## src/rtl/prog_seq_pkg.sv

```systemverilog
// prog_seq_pkg: shared FSM states, LUT index width and PC update modes for the program sequencer.
package prog_seq_pkg;
    localparam int LUT_IDX_W = 4;
    localparam int DEF_PC_W = 10;
    typedef enum logic [1:0] {IDLE, RUN, BR, DONE} state_t;
    typedef enum logic {PC_INC, PC_REL} pc_mode_t;
endpackage

```

## src/rtl/pc_next_calc.sv

```systemverilog
// pc_next_calc: next program counter, either PC+1 or PC+signed offset, modulo 2^PC_W.
module pc_next_calc
    import prog_seq_pkg::*;
#(
    parameter int PC_W = DEF_PC_W
) (
    input  logic [PC_W-1:0] pc,
    input  logic [PC_W-1:0] offset,
    input  pc_mode_t        mode,
    output logic [PC_W-1:0] next_pc
);
    // offset already spans PC_W bits, so a plain modular add is the sign-extended add
    assign next_pc = pc + ((mode == PC_REL) ? offset : PC_W'(1));
endmodule

```

## src/rtl/prog_seq_ctrl.sv

```systemverilog
// prog_seq_ctrl: program counter sequencer with LUT-relative branches and a run-length watchdog.
// Optional BRANCH_STATS_EN adds a saturating BranchCnt of completed branches.
module prog_seq_ctrl
    import prog_seq_pkg::*;
#(
    parameter int PC_W     = DEF_PC_W,
    parameter int START_PC = 0,
    parameter int MAX_CYC  = 4095
) (
    input  logic                 Clk,
    input  logic                 Reset,
    input  logic                 Start,
    input  logic                 Stall,
    input  logic                 Halt,
    input  logic                 BranchEn,
    input  logic [LUT_IDX_W-1:0] TargetIdx,
    input  logic [PC_W-1:0]      LutOut,
    output logic [LUT_IDX_W-1:0] LutIdx,
    output logic [PC_W-1:0]      PC,
    output logic                 Fetch,
    output logic                 Busy,
    output logic                 Done,
    output logic                 Timeout
`ifdef BRANCH_STATS_EN
    ,
    output logic [15:0]          BranchCnt
`endif
);
    localparam int CW = $clog2(MAX_CYC + 1);

    state_t         state;
    logic [CW-1:0]  cyc;
    logic [PC_W-1:0] pc_nxt;
    logic           active;
    logic           wd_last;

    assign active  = (state == RUN || state == BR) && !Stall;
    assign wd_last = active && (cyc == CW'(MAX_CYC - 1));
    assign Fetch   = (state == RUN) && !Stall;
    assign Busy    = (state == RUN) || (state == BR);
    assign Done    = (state == DONE);

    pc_next_calc #(.PC_W(PC_W)) u_next (
        .pc      (PC),
        .offset  (LutOut),
        .mode    ((state == BR) ? PC_REL : PC_INC),
        .next_pc (pc_nxt)
    );

    always_ff @(posedge Clk or negedge Reset) begin
        if (!Reset) begin
            state   <= IDLE;
            PC      <= PC_W'(START_PC);
            LutIdx  <= '0;
            cyc     <= '0;
            Timeout <= 1'b0;
        end else begin
            case (state)
                IDLE, DONE: if (Start) begin
                    state   <= RUN;
                    PC      <= PC_W'(START_PC);
                    cyc     <= '0;
                    Timeout <= 1'b0;
                end
                RUN: if (!Stall) begin
                    cyc <= cyc + 1'b1;
                    // the watchdog's final cycle still advances PC but ignores Halt and BranchEn
                    if (wd_last) begin
                        state   <= DONE;
                        Timeout <= 1'b1;
                        PC      <= pc_nxt;
                    end else if (Halt) begin
                        state <= DONE;
                    end else if (BranchEn) begin
                        LutIdx <= TargetIdx;
                        state  <= BR;
                    end else begin
                        PC <= pc_nxt;
                    end
                end
                BR: if (!Stall) begin
                    cyc     <= cyc + 1'b1;
                    PC      <= pc_nxt;
                    state   <= wd_last ? DONE : RUN;
                    Timeout <= wd_last;
                end
                default: state <= IDLE;
            endcase
        end
    end

`ifdef BRANCH_STATS_EN
    always_ff @(posedge Clk or negedge Reset) begin
        if (!Reset)
            BranchCnt <= '0;
        else if ((state == IDLE || state == DONE) && Start)
            BranchCnt <= '0;
        else if (state == BR && active && !wd_last && BranchCnt != 16'hFFFF)
            BranchCnt <= BranchCnt + 1'b1;
    end
`endif
endmodule

```

## config.mk

```make
export PLATFORM = sky130hd
export DESIGN_NAME = prog_seq_ctrl
export DESIGN_NICKNAME = d
export VERILOG_FILES = /design/src/rtl/prog_seq_pkg.sv /design/src/rtl/pc_next_calc.sv /design/src/rtl/prog_seq_ctrl.sv
export SDC_FILE = /design/constraint.sdc
export NUM_CORES = 1
export LEC_CHECK = 0
export CAP_MARGIN = 40
export CORE_MARGIN = 2
export CORE_UTILIZATION = 38
export CTS_CLUSTER_SIZE = 16
export DETAILED_ROUTE_END_ITERATION = 7
export SYNTH_ARGS = -nofsm -noshare
export SYNTH_HDL_FRONTEND = slang
export SYNTH_SLANG_ARGS = --single-unit
```

## constraint.sdc

```tcl
create_clock -name Clk -period 4.9 [get_ports Clk]
set_input_delay 0.735 -clock Clk [delete_from_list [all_inputs] [get_ports Clk]]
set_output_delay 0.735 -clock Clk [all_outputs]
set_load 0.02 [all_outputs]
```

# Yosys cells after proc, flatten, opt, wreduce, memory -nomap -nowiden
# Index checks and enable logic that the tools add are counted.
# word_totals
ff_bits,29
in_bits,20
out_inout_bits,18
# classes
addsub,2
n_eq_ne,12
muxes,25
n_bitwise,3
n_reduce_logical,13
# op_table
op,count
$mux W10,7
$pmux W10 S3,1
$mux W12,2
$pmux W12 S2,1
$mux W2,7
$add A12 B1 Y12 const B,1
$eq A12 B12 Y1 const B,1
$add A10 B10 Y10,1
$ne A2 B2 Y1 const B,5
$reduce_and A5 Y1,2
$reduce_and A4 Y1,2
$ne A3 B3 Y1 const B,2
$pmux W2 S3,1
$mux W1,5
$eq A2 B2 Y1 const B,2
$ne A4 B4 Y1 const B,1
$reduce_or A2 Y1,2
$logic_and A1 B1 Y1,3
$not A1 Y1,3
$pmux W1 S3,1
$eq A2 B1 Y1 const B,1
$logic_not A2 Y1,1
$reduce_and A2 Y1,1
$logic_not A1 Y1,1
$logic_or A1 B1 Y1,1

# Longest topological paths before layout
# logic_depth
ltp_word,9
mapped_depth,12

# Hierarchy
# A second synthesis with hierarchy kept.
# unflattened
cells_unflattened,190
area_unflattened_um2,1924.3
# by_module_without_submodules
mod,instances,cells_each,area_per_inst_um2,seq_area_each_um2
prog_seq_ctrl,1,131,1465.2,725.7
pc_next_calc,1,59,459.2,0.0

# Worst setup path before layout
# No wires, ideal clock.
# synth_path
path_type,reg2reg
startpoint,register state[0]
endpoint,register PC[6]
arrival_time_ns,2.374
slack_ns,2.404
stages_incl_launch_ff,11
n_path_buf,1
synth_period_minus_slack_ns,2.496
path_cell_list,dfrtp_1 -> inv_1 -> ha_1 -> clkbuf_1 -> and2_1 -> ha_1 -> nor2b_1 -> o31a_1 -> o21a_1 -> or3_1 -> a32o_1
# synth_via
elab_chain_cells,9
elab_cells_between_ends,23
classes_between,add/sub (1); eq/ne (8); mux (8); reduce/logical (6)
# synth_lines
item,line_no,source
"start, declared",prog_seq_ctrl.sv:31,state_t state;
"start signal, assigned",prog_seq_ctrl.sv:84,state <= wd_last ? DONE : RUN;
$eq A2 B2 Y1,"prog_seq_ctrl.sv:37, prog_seq_ctrl.sv:46, prog_seq_ctrl.sv:58",
$mux W1,prog_seq_ctrl.sv:46,".mode ((state == BR) ? PC_REL : PC_INC),"
$mux W10,pc_next_calc.sv:13,assign next_pc = pc + ((mode == PC_REL) ? offset : PC_W'(1));
$add A10 B10 Y10,pc_next_calc.sv:13,
$mux W10,prog_seq_ctrl.sv:74,end else if (BranchEn) begin
$mux W10,prog_seq_ctrl.sv:72,end else if (Halt) begin
$mux W10,prog_seq_ctrl.sv:68,if (wd_last) begin
$mux W10,prog_seq_ctrl.sv:65,RUN: if (!Stall) begin
$pmux W10 S3,prog_seq_ctrl.sv:58,case (state)
"end signal, assigned",prog_seq_ctrl.sv:61,PC <= PC_W'(START_PC);
"end signal, assigned",prog_seq_ctrl.sv:71,PC <= pc_nxt;
"end signal, assigned",prog_seq_ctrl.sv:78,PC <= pc_nxt;
"end, declared",prog_seq_ctrl.sv:19,"output logic [PC_W-1:0] PC,"
# Several ways; a longest one is shown, not always the timed one. The select of a mux whose other input is x is not followed.
# A chain may end at the register's enable or synchronous reset.

# Final worst setup path
# layout_path
startpoint,register state[0]
endpoint,output Busy
# layout_via
elab_chain_cells,2
elab_cells_between_ends,3
classes_between,eq/ne (2); reduce/logical (1)
# layout_lines
item,line_no,source
$eq A2 B1 Y1 or $eq A2 B2 Y1 (tied branches),prog_seq_ctrl.sv:40,assign Busy = (state == RUN) || (state == BR);
$logic_or A1 B1 Y1 *,prog_seq_ctrl.sv:40,
"end, declared",prog_seq_ctrl.sv:21,"output logic Busy,"
# Every way passes the cells marked *; elsewhere a longest branch is shown, timed or not.

==> run_results.csv <==
group,metric,value,unit
status,status,"finished, final reports clean",
power_and_ir_drop,peakVddDrop,0.256,mV
layout,area_growth,26.4,%
logic_synthesis,async_flop_share,100,%
global_route,track_usage,16.1,%
clocking,cts_hold_buf,0,
clocking,cts_tree,"done",
clocking,clk_latency,0.28,ns
power_and_ir_drop,clkPwrFrac,15.3,%
layout,drive_above_1_share,8.23,%
clocking,cts_root_buffer,"clkbuf_8",
global_route,antenna_found_initial,0,
timing,maxSlewViolCount,0,
timing,fin_crit_sh,61.7,%
min_path,holdCritPathClass,"reg2reg",
critical_path,path_cells,"inv_1 > ha_1 > inv_1 > clkdlybuf4s50_1",
power_and_ir_drop,power_density,498,mW/mm2
layout,layout_common_cells,"clkdlybuf4s50_1, dfrtp_1, nand2_1",
power_and_ir_drop,power_frac_comb,54.6,%
job,maxCapViolCount,0,
clocking,ctsResizeCount,0,
detailed_routing,wl_per_cell,12.9,um
detailed_routing,viasPerCell,5.05,
power_and_ir_drop,switching_share,41.8,%
clocking,clock_path_buffers,2,
layout,layout_commonest_cell,"clkdlybuf4s50_1",
layout,antenna_cells,0,
critical_path,crit_required,4.16,ns
floorplanning,core.rowCount,25,
power_and_ir_drop,seqPwrFrac,30.0,%
detailed_routing,drt-initial-drc-count,94,
floorplanning,die_w,75.3,um
critical_path,slowest_stage,"ha_1",
placed_design,post-place-ws,1.98,ns
placed_design,gp_congestion,0.826,
detailed_routing,num_vias,1567,
floorplanning,start_util,40.1,%
timing,rsz0062_at_grt,"no",
clocking,cts.sinks,29,
detailed_routing,antenna_left,0,
logic_synthesis,syn_area_per_cell,9.50,um2
power_and_ir_drop,power_leakage,1.13,nW
global_route,first_global_vias,1490,
timing,setup_slack,1.88,ns
detailed_routing,drt-total-wl,3990,um
critical_path,cp_common_cell,"inv_1",
logic_synthesis,synth-seq-cells,29,
timing,fin_crit,3.02,ns
logic_synthesis,syn_inst,203,
floorplanning,core-area,0.00482,mm2
global_route,grt_pass1_wl,6910,um
critical_path,endpoint_kind,"output port",
clocking,cts_setup_buffers,0,
placed_design,portBuffers,37,
critical_path,critical-path-top-delay-family,"buffers and inverters",
timing,tightest_slew,0.669,ns
logic_synthesis,synth_largest_area_cell,"dfrtp_1",
power_and_ir_drop,p_int,0.707,mW
floorplanning,io_pins,38,
clocking,htreeDepth,2,
clocking,clkTransAtPathRegs,0.06,ns
clocking,cts_buffers,5,
critical_path,worstPathArrival,2.29,ns
logic_synthesis,synth-edff-count,0,
logic_synthesis,netlist_top_cells_area,"dfrtp_1, ha_1, nand2_1, mux2_4, and2_1",
timing,skew,0.00428,ns
timing,final-setup-viol-count,0,
logic_synthesis,yosys_warnings,0,
power_and_ir_drop,p_sw,0.508,mW
critical_path,crit_path_max_incr_delay,0.71,ns
layout,fin_nets,277,
logic_synthesis,synth_top_area_share,37.6,%
timing,hold_viol,0,
floorplanning,die-area,0.00566,mm2
critical_path,critical_path.max_fanout,20,
logic_synthesis,synthesis.nets,238,
timing,max_freq,0.331,GHz
timing,finalSetupTns,0,ns
global_route,overflow,0,
logic_synthesis,synth_ff_type,"dfrtp_1",
placed_design,place.detailed.hpwl,2960,um
critical_path,critPathKind,"reg2out",
critical_path,critical_path_buf_inv_count,3,
detailed_routing,drc,0,
detailed_routing,drt_pre_antenna_iters,4,
timing,relSlewSlack,55.4,%
critical_path,start_kind,"flop",
floorplanning,die_y,75.3,um
logic_synthesis,ys_types,55,
logic_synthesis,seq_area_frac_synth,37.6,%
logic_synthesis,syn-cell-area,0.00193,mm2
global_route,grt_max_degree,30,
[kinds of logic after synthesis]
group,share of synthesized area (%)
flip-flops,37.6
AND/OR/NAND/NOR,18.7
XOR/XNOR,1.36
adder cells (fa/ha/maj),10.1
multiplexers,7.46
AO/OA/AOI/OAI,20.4
buffers and inverters,4.34
[cells in the mapped netlist (2+ instances only)]
master	number
a2111oi_0	2
a21o_1	5
a21oi_1	6
a31oi_1	3
and2_1	9
and3_1	2
clkbuf_1	3
dfrtp_1	29
ha_1	14
inv_1	13
mux2_1	2
mux2_4	4
mux2i_1	5
nand2_1	29
nand2b_1	2
nand3_1	6
nand4_1	2
nor2_1	9
nor2b_1	3
o21a_1	4
o21ai_0	7
o21ai_1	4
o31ai_1	6
o41ai_1	2
xnor2_1	2
[worst paths after layout]
check / start / end / slack (ns) / depth (start not counted)
max in group asynchronous: Reset / LutIdx[1] / 3.77 / 2
setup reg to reg: state[0] / PC[6] / 2.25 / 11
min in group asynchronous: Reset / PC[5] / 0.84 / 2
hold reg to reg: cyc[11] / cyc[11] / 0.48 / 1
hold / removal: cyc[11] / cyc[11] / 0.48 / 1
setup / recovery: state[0] / Busy / 1.88 / 4
[sequential cells by signal, summed over array words and instances (netlist names)]
register and flops:
PC 10, LutIdx 4, state 2, cyc 12, Timeout 1
[through the flow]
| stage | power, mW | std cells | utilization, % | hold WS, ns | cell area (um2) |
|---|---|---|---|---|---|
| 2_1_floorplan | 0.814 | 203 | - | 0.439 | 1930 |
| 3_3_place_gp | 1.04 | 302 | 48.9 | 0.474 | 2360 |
| 3_5_place_dp | 1.04 | 302 | 48.9 | 0.477 | 2360 |
| 4_1_cts | 1.24 | 310 | 50.6 | 0.489 | 2440 |
| 5_1_grt | 1.34 | 310 | 50.6 | 0.509 | 2440 |
| 6_report | 1.21 | 310 | 50.6 | 0.483 | 2440 |
[layer usage]
layer,track usage (%),share of wire [%],vias to the layer above
met2,24.0,43,30
li1,-,-,812
met5,0,0,-
met1,23.0,51,723
met3,4.69,5.0,2
met4,4.09,0.48,0
[final cells by class]
class / count / area, um2
fillers: 483 / 2380
multi-input cells: 155 / 1120
flip-flops and latches: 29 / 726
repair buffers: 38 / 378
well taps: 67 / 83.8
clock buffers: 6 / 72.6
inverters: 13 / 48.8
clock inverters: 2 / 10.0
[power groups by stage]
stage / combinational [mW] / sequential (mW) / clock [mW]
after CTS: 0.675 / 0.365 / 0.196
after floorplan: 0.398 / 0.416 / 0
after global routing: 0.756 / 0.376 / 0.209
after global placement: 0.670 / 0.369 / 0
final: 0.664 / 0.365 / 0.186
after detailed placement: 0.671 / 0.370 / 0
Power figures use the tool's default switching activity.
